## src/rtl/dispatch_queue.sv

```systemverilog
// Instruction queue + head decode/operand resolution + single-issue dispatch.
// Define DISPATCH_PERF_EN to add saturating dispatch/stall performance counters.
module dispatch_queue #(
  parameter int XLEN     = 32,
  parameter int TAG_W    = 8,
  parameter int IQ_DEPTH = 4,
  parameter int NUM_FU   = 4
) (
  input  logic              clk,
  input  logic              rst,
  input  logic              in_valid,
  output logic              in_ready,
  input  logic [31:0]       in_inst,
  input  logic [XLEN-1:0]   in_pc,
  input  logic              flush,
  input  logic [NUM_FU-1:0] fu_busy,
  input  logic              rob_ready,
  input  logic [TAG_W-1:0]  rob_tag,
  output logic [4:0]        reg_rs1,
  output logic [4:0]        reg_rs2,
  input  logic [XLEN-1:0]   reg1_data,
  input  logic [XLEN-1:0]   reg2_data,
  input  logic [TAG_W-1:0]  reg1_tag,
  input  logic [TAG_W-1:0]  reg2_tag,
  output logic [TAG_W-1:0]  rob_tag1,
  output logic [TAG_W-1:0]  rob_tag2,
  input  logic              rob_hit1,
  input  logic              rob_hit2,
  input  logic [XLEN-1:0]   rob_val1,
  input  logic [XLEN-1:0]   rob_val2,
  input  logic              cdb_valid,
  input  logic [TAG_W-1:0]  cdb_tag,
  input  logic [XLEN-1:0]   cdb_val,
  output logic              out_valid,
  output logic [1:0]        out_fu,
  output logic [6:0]        out_opcode,
  output logic [2:0]        out_fun3,
  output logic [6:0]        out_fun7,
  output logic [TAG_W-1:0]  out_q1,
  output logic [TAG_W-1:0]  out_q2,
  output logic [XLEN-1:0]   out_v1,
  output logic [XLEN-1:0]   out_v2,
  output logic [XLEN-1:0]   out_imm,
  output logic [XLEN-1:0]   out_pc,
  output logic [4:0]        out_rd,
  output logic [TAG_W-1:0]  out_rob_tag,
  output logic              rob_write,
  output logic              reg_write,
  output logic              illegal
`ifdef DISPATCH_PERF_EN
  ,
  output logic [31:0]       perf_dispatch,
  output logic [31:0]       perf_stall_fu,
  output logic [31:0]       perf_stall_rob
`endif
);
  localparam int AW = $clog2(IQ_DEPTH);
  localparam int PW = AW + 1;

  localparam logic [6:0] OP_R = 7'b0110011, OP_I = 7'b0010011, OP_L = 7'b0000011,
                         OP_S = 7'b0100011, OP_B = 7'b1100011, OP_JALR = 7'b1100111,
                         OP_JAL = 7'b1101111, OP_LUI = 7'b0110111, OP_AUIPC = 7'b0010111;
  localparam logic [1:0] FU_ALU = 2'd0, FU_MUL = 2'd1, FU_LS = 2'd2, FU_BR = 2'd3;

  typedef struct packed {
    logic [31:0]     inst;
    logic [XLEN-1:0] pc;
  } iq_ent_t;

  typedef struct packed {
    logic [TAG_W-1:0] q;
    logic [XLEN-1:0]  v;
  } opnd_t;

  iq_ent_t       iq [IQ_DEPTH];
  logic [PW-1:0] wr_ptr, rd_ptr;
  logic          full, empty, push, fire, drop;
  iq_ent_t       head;
  logic [31:0]   inst;
  opnd_t         src1, src2;
  logic          legal, wr_rd;
  logic [1:0]    cls;
  logic [TAG_W-1:0] d_q1, d_q2;
  logic [XLEN-1:0]  d_v1, d_v2, d_imm;
  logic [XLEN-1:0]  imm_i, imm_s, imm_b, imm_u, imm_j;

  // Priority: regfile value, then ROB forward, then same-cycle CDB snoop.
  function automatic opnd_t resolve(input logic [TAG_W-1:0] tag, input logic [XLEN-1:0] rf,
                                    input logic hit, input logic [XLEN-1:0] rv,
                                    input logic cv, input logic [TAG_W-1:0] ct,
                                    input logic [XLEN-1:0] cval);
    resolve = '0;
    if (tag == '0)               resolve.v = rf;
    else if (hit)                resolve.v = rv;
    else if (cv && (ct == tag))  resolve.v = cval;
    else                         resolve.q = tag;
  endfunction

  assign empty = (wr_ptr == rd_ptr);
  assign full  = (wr_ptr[PW-1] != rd_ptr[PW-1]) && (wr_ptr[AW-1:0] == rd_ptr[AW-1:0]);
  assign head  = iq[rd_ptr[AW-1:0]];
  assign inst  = head.inst;

  assign in_ready  = !full;
  assign reg_rs1   = inst[19:15];
  assign reg_rs2   = inst[24:20];
  assign rob_tag1  = reg1_tag;
  assign rob_tag2  = reg2_tag;
  assign rob_write = out_valid;

  assign src1 = resolve(reg1_tag, reg1_data, rob_hit1, rob_val1, cdb_valid, cdb_tag, cdb_val);
  assign src2 = resolve(reg2_tag, reg2_data, rob_hit2, rob_val2, cdb_valid, cdb_tag, cdb_val);

  assign imm_i = XLEN'($signed(inst[31:20]));
  assign imm_s = XLEN'($signed({inst[31:25], inst[11:7]}));
  assign imm_b = XLEN'($signed({inst[31], inst[7], inst[30:25], inst[11:8], 1'b0}));
  assign imm_u = XLEN'($signed({inst[31:12], 12'b0}));
  assign imm_j = XLEN'($signed({inst[31], inst[19:12], inst[20], inst[30:21], 1'b0}));

  always_comb begin
    legal = 1'b1;
    wr_rd = 1'b1;
    cls   = FU_ALU;
    d_q1  = '0;
    d_q2  = '0;
    d_v1  = '0;
    d_v2  = '0;
    d_imm = '0;
    case (inst[6:0])
      OP_R:     begin d_q1 = src1.q; d_v1 = src1.v; d_q2 = src2.q; d_v2 = src2.v;
                      cls = (inst[31:25] == 7'b0000001) ? FU_MUL : FU_ALU; end
      OP_I:     begin d_q1 = src1.q; d_v1 = src1.v; d_imm = imm_i; end
      OP_L:     begin d_q1 = src1.q; d_v1 = src1.v; d_imm = imm_i; cls = FU_LS; end
      OP_S:     begin d_q1 = src1.q; d_v1 = src1.v; d_q2 = src2.q; d_v2 = src2.v;
                      d_imm = imm_s; cls = FU_LS; wr_rd = 1'b0; end
      OP_B:     begin d_q1 = src1.q; d_v1 = src1.v; d_q2 = src2.q; d_v2 = src2.v;
                      d_imm = imm_b; cls = FU_BR; wr_rd = 1'b0; end
      OP_JALR:  begin d_q1 = src1.q; d_v1 = src1.v; d_v2 = head.pc; d_imm = imm_i; cls = FU_BR; end
      OP_JAL:   begin d_v2 = head.pc; d_imm = imm_j; cls = FU_BR; end
      OP_LUI:   d_imm = imm_u;
      OP_AUIPC: begin d_v1 = head.pc; d_imm = imm_u; end
      default:  legal = 1'b0;
    endcase
  end

  // Flush gates both push and issue so nothing from the wrong path survives.
  assign push = in_valid && !full && !flush;
  assign fire = !empty && !flush && legal && rob_ready && !fu_busy[cls];
  assign drop = !empty && !flush && !legal;

  always_ff @(posedge clk) begin
    if (push) iq[wr_ptr[AW-1:0]] <= '{inst: in_inst, pc: in_pc};
  end

  always_ff @(posedge clk) begin
    if (!rst || flush) begin
      wr_ptr <= '0;
      rd_ptr <= '0;
    end else begin
      if (push)         wr_ptr <= wr_ptr + PW'(1);
      if (fire || drop) rd_ptr <= rd_ptr + PW'(1);
    end
  end

  always_ff @(posedge clk) begin
    if (!rst) begin
      out_valid   <= 1'b0;
      illegal     <= 1'b0;
      reg_write   <= 1'b0;
      out_fu      <= '0;
      out_opcode  <= '0;
      out_fun3    <= '0;
      out_fun7    <= '0;
      out_q1      <= '0;
      out_q2      <= '0;
      out_v1      <= '0;
      out_v2      <= '0;
      out_imm     <= '0;
      out_pc      <= '0;
      out_rd      <= '0;
      out_rob_tag <= '0;
    end else begin
      out_valid <= fire;
      illegal   <= drop;
      reg_write <= fire && wr_rd && (inst[11:7] != 5'd0);
      if (fire) begin
        out_fu      <= cls;
        out_opcode  <= inst[6:0];
        out_fun3    <= inst[14:12];
        out_fun7    <= inst[31:25];
        out_q1      <= d_q1;
        out_q2      <= d_q2;
        out_v1      <= d_v1;
        out_v2      <= d_v2;
        out_imm     <= d_imm;
        out_pc      <= head.pc;
        out_rd      <= inst[11:7];
        out_rob_tag <= rob_tag;
      end
    end
  end

`ifdef DISPATCH_PERF_EN
  logic stall_fu, stall_rob;
  // A busy class outranks a full ROB when both block the head.
  assign stall_fu  = !empty && !flush && legal && fu_busy[cls];
  assign stall_rob = !empty && !flush && legal && !fu_busy[cls] && !rob_ready;

  always_ff @(posedge clk) begin
    if (!rst) begin
      perf_dispatch  <= '0;
      perf_stall_fu  <= '0;
      perf_stall_rob <= '0;
    end else begin
      if (fire && (perf_dispatch != '1))       perf_dispatch  <= perf_dispatch + 32'd1;
      if (stall_fu && (perf_stall_fu != '1))   perf_stall_fu  <= perf_stall_fu + 32'd1;
      if (stall_rob && (perf_stall_rob != '1)) perf_stall_rob <= perf_stall_rob + 32'd1;
    end
  end
`endif

endmodule
```

## config.mk

```make
export PLATFORM = sky130hd
export DESIGN_NAME = dispatch_queue
export DESIGN_NICKNAME = d
export VERILOG_FILES = /design/src/rtl/dispatch_queue.sv
export SDC_FILE = /design/constraint.sdc
export NUM_CORES = 1
export LEC_CHECK = 0
export ABC_CLOCK_PERIOD_IN_PS = 4500
export CAP_MARGIN = 10
export CORE_ASPECT_RATIO = 0.7
export CORE_UTILIZATION = 51
export CTS_BUF_LIST = sky130_fd_sc_hd__clkbuf_4
export DETAILED_ROUTE_END_ITERATION = 16
export PLACE_DENSITY = 0.83
export SYNTH_ARGS = -nofsm -noshare
export SYNTH_HDL_FRONTEND = slang
export SYNTH_SLANG_ARGS = --single-unit
```

## constraint.sdc

```tcl
create_clock -name clk -period 4.5 [get_ports clk]
set_input_delay 0.9 -clock clk [delete_from_list [all_inputs] [get_ports clk]]
set_output_delay 0.9 -clock clk [all_outputs]
set_load 0.03 [all_outputs]
```

---- After elaboration in Yosys (flattened, before gate mapping) ----
Memories as Yosys holds them, arrays and structs flattened. A register that Yosys moved wholly into a read port is not among the register bits.
Index checks and enable logic that the tools add are counted.
storage, ports and cells
  RAM bits ................................ 256
  memories ................................ 1
  register bits after elaboration ......... 185
operators by class
  equal/unequal tests ..................... 15
  reduce and logical (&&, ||, !) cells .... 32
  muxes and demuxes ....................... 27
  magnitude comparators ................... 1
  add/subtract/negate cells ............... 2
memory list
  memory  words  width  rd ports  clocked after memory_dff  wr ports  RTL line  text
  iq      4      64     1         1                         1         75        iq_ent_t iq [IQ_DEPTH];
operators with widths
  cell                                                 number
  two-way mux 32 bit                                   6
  one-hot mux 32 bit (5 select lines)                  1
  one-hot mux 32 bit (2 select lines)                  2
  two-way mux 8 bit                                    8
  equality test 7 x 6 -> 1 bit, second input constant  3
  equality test 7 bit, second input constant           3
  equality test 8 bit                                  2
  zero test 8 bit                                      2
  equality test 7 x 5 -> 1 bit, second input constant  2
  logical AND 1 bit                                    12
  OR reduction 3 bit                                   3
  OR reduction 9 bit                                   1
  OR reduction 2 bit                                   4
  equality test 7 x 1 -> 1 bit, second input constant  1
  equality test 7 x 2 -> 1 bit, second input constant  1
  adder 3 x 1 -> 3 bit, second input constant          2
  zero test 1 bit                                      6
  two-way mux 1 bit                                    6
  one-hot mux 2 bit (3 select lines)                   1
  OR reduction 6 bit                                   1
  nonzero test 5 bit                                   1
  two-way mux 2 bit                                    2
  equality test 3 bit                                  1
  < comparator 2 x 3 -> 1 bit, second input constant   1
  4 further kinds                                      5

---- Depth between registers and ports, before layout ----
  depth after elaboration ................. 10
  mapped depth ............................ 14
  depth with buffers taken out ............ 8

---- Least setup slack after synthesis ----
No wires, ideal clock.
  kind .................................... flip-flop to output port
  from .................................... register with a tool-made name
  to ...................................... output reg_rs1[0]
  buffers on the path ..................... 5
  path slack .............................. 1.040 ns
  arrival ................................. 2.560 ns
  stages on the path, launching flop included .. 7
  path through ............................ dfxtp_1 > buf_6 > buf_2 > buf_1 > buf_1 > mux4_2 > buf_4
RTL lines
  item              RTL line  text
  end: declaration  19        output logic [4:0] reg_rs1,

==> results.json <==
{
  "yosys_warnings": 0,
  "area_growth_pct": 34.0,
  "post-route-period-util_pct": 95.3,
  "grt_setup_unrepaired": "no",
  "yosysTopAreaCellShare_pct": 40.8,
  "synth_edf_count": 256,
  "grt_max_degree": 125,
  "critical_path_class": "register to output pin",
  "hold_class": "register to register",
  "critPathMaxStageDelay_ns": 0.71,
  "whs_endpoint": "out_rob_tag[0]",
  "io_pins": 475,
  "r2r_slack_ns": 0.36,
  "cts_num_sinks": 443,
  "crit_required_ns": 3.60,
  "yosysTopAreaCell": "edfxtp_1",
  "initial_core_util_pct": 52.2,
  "synth_common_cells": "edfxtp_1, dfxtp_1, nand3_1",
  "synthDistinctLibCells": 46,
  "grt_pass1_vias": 14700,
  "ys_async_sr_fraction_pct": 0,
  "drt_iter0_markers": 1452,
  "num-nets-final": 2241,
  "path_max_fanout": 43,
  "relSlewSlack_pct": 24.3,
  "synth_flop_cell": "edfxtp_1",
  "rows": 58,
  "cp.arrival_ns": 3.39,
  "drc": 0,
  "clk_root_buffer_cell": "clkbuf_4",
  "die_area_um2": 37700,
  "start_kind": "register",
  "antenna_found_initial": 17,
  "gr-max-usage-layer": "met2",
  "max_freq_ghz": 0.233,
  "fin_crit_ns": 4.29,
  "p_leak_nw": 9.00,
  "cts.clk_slew.worst_paths_ns": 0.07,
  "cts_made_buffers": 103,
  "utilization_pct": 69.9,
  "post_cts_buffers": 0,
  "r2r-end": "out_imm[19]",
  "min_path_cells": 2,
  "synth_most_common_cell": "edfxtp_1",
  "use_met1_pct": 40.9,
  "setup_tns_ns": 0,
  "hold_buffers": 0,
  "grt_overflow_total": 0,
  "io_buffers": 474,
  "cts_tree": "yes",
  "avgSynthCellArea_um2": 12.5,
  "ant_nets": 0,
  "slew_violations": 0,
  "cp_top_family": "buffers and inverters",
  "drt-pass1-iter-count": 7,
  "wl_mm": 62.3,
  "cts_buffer_depth": 3,
  "place.gp.congestion": 0.896,
  "use_met2_pct": 50.3,
  "power_density_nw_per_um2": 328,
  "fin_skew_ns": 0.0485,
  "maxCapViolCount": 0,
  "critPathSlowestCell": "mux4_2",
  "grt_use_total_pct": 32.4,
  "hpwl_mm": 42.6,
  "die_h_um": 163,
  "insertion_delay_ns": 0.84,
  "syn_nets": 1785,
  "finalNonFillerCells": 2554,
  "min_from": "out_rob_tag[0]",
  "rr_worst_depth": 9,
  "finalSetupViolCount": 0,
  "vdd.ir_drop.worst_uv": 215,
  "vias_per_cell": 5.94,
  "routedWlPerCell_um": 24.4,
  "hold_violations": 0,
  "syn_area_um2": 18800,
  "status": "finished clean",
  "drive_above_1_share_pct": 13.8,
  "end_kind": "output pin",
  "place_inst": 2343,
  "ys_ff_latch": 443,
  "path_cells": "buf_8 -> mux4_2 -> clkdlybuf4s50_1",
  "worstMarginPinSlew_ns": 1.13,
  "die_width_um": 232,
  "htreeDepth": 3,
  "critical_path_buf_inv_count": 2,
  "yosysSeqAreaShare_pct": 60.6,
  "coreArea_um2": 36100,
  "synth.top_cells.by_area": "edfxtp_1, dfxtp_1, mux4_2, nand3_1, mux2i_1",
  "netlist_instances": 1512,
  "grtUsageMet3_pct": 11.7,
  "grt_first_pass_wirelength_mm": 89.8,
  "vias": 15200
}
==> cells by family after synthesis <==
| logic type | share of synthesized area, % |
|---|---|
| AOI/OAI and AO/OA | 8.34 |
| buffers and inverters | 4.10 |
| DFF | 60.6 |
| xor gates and xnor gates | 0.976 |
| and+or+nand+nor | 14.4 |
| adders and majority gates | 0.332 |
| muxes | 11.2 |
==> metrics by stage <==
stage / setup WS, ns / hold WS, ns / power [mW] / area [µm²]
2_1_floorplan: 1.04 / 0.496 / 4.72 / 18800
3_3_place_gp: 0.498 / 0.435 / 5.11 / 23900
3_5_place_dp: 0.437 / 0.442 / 5.12 / 23900
4_1_cts: 0.00785 / 0.454 / 8.32 / 25200
5_1_grt: 0.0166 / 0.466 / 8.56 / 25200
6_report: 0.213 / 0.451 / 8.28 / 25300
==> how the worst max path moves through the flow <==
stage | start | slack (ns) | to | cells past startpoint
floorplan | register | 1.04 | reg_rs1[0] | 6
global placement | register | 0.50 | out_imm[19] | 9
detailed placement | register | 0.44 | out_imm[19] | 9
CTS | register | 0.008 | reg_rs2[0] | 3
global route | register | 0.02 | reg_rs2[0] | 3
finish | register | 0.21 | reg_rs2[0] | 3
==> per-layer routing <==
layer | routed length (µm) | share of wire [%]
met2 | 28900 | 46
met1 | 24100 | 39
met4 | 2320 | 3.7
met5 | 49 | 0.079
met3 | 6920 | 11
==> registers in the layout (all words and copies together), names as in the netlist, 7 cells and up, named ones only <==
register,count
iq,256
out_fun7,7
out_imm,32
out_opcode,7
out_pc,32
out_q1,8
out_q2,8
out_rob_tag,8
out_v1,32
out_v2,32
==> where the power goes <==
group          internal, mW  total, mW  leakage [nW]  switching [mW]
Sequential             4.32       4.34          3.83          0.0145
Combinational         0.354      0.707          4.37           0.353
Clock                  1.64       3.24         0.805            1.60
==> placed cells by master (no fill, tap or decap), types with 68 or more instances in the layout <==
cell and n:
nand2_1 164, nor2_1 88, nor3b_1 81, edfxtp_1 256, nand3_1 169, clkbuf_4 161, clkdlybuf4s50_1 471, mux2i_1 68
dfxtp_1 185, a221oi_1 69
==> final cells by class <==
| class | count | area (µm²) |
|---|---|---|
| repair buffers | 504 | 5040 |
| multi-input cells | 910 | 6760 |
| clock inverters | 35 | 148 |
| well taps | 480 | 601 |
| flip-flops and latches | 443 | 11400 |
| fillers | 2515 | 10900 |
| diodes | 15 | 37.5 |
| clock buffers | 161 | 1210 |
| inverters | 6 | 22.5 |
==> repair_timing <==
action / 4_1_cts / 5_1_grt
endpoints found under the setup margin: 10 / 2
endpoints found under the hold margin: 0 / 0
resized for setup: 1 / 2
==> worst reg2reg max path, delay by kind of cell (launching register included) <==
family                 cells  cell delay [ns]
AND/OR/NAND/NOR            3             1.13
buffers and inverters      1             0.31
multiplexers               1             0.66
AO/OA/AOI/OAI              4             1.26
flip-flops                 1             0.67
No activity file was read; power rests on OpenSTA's default activity.
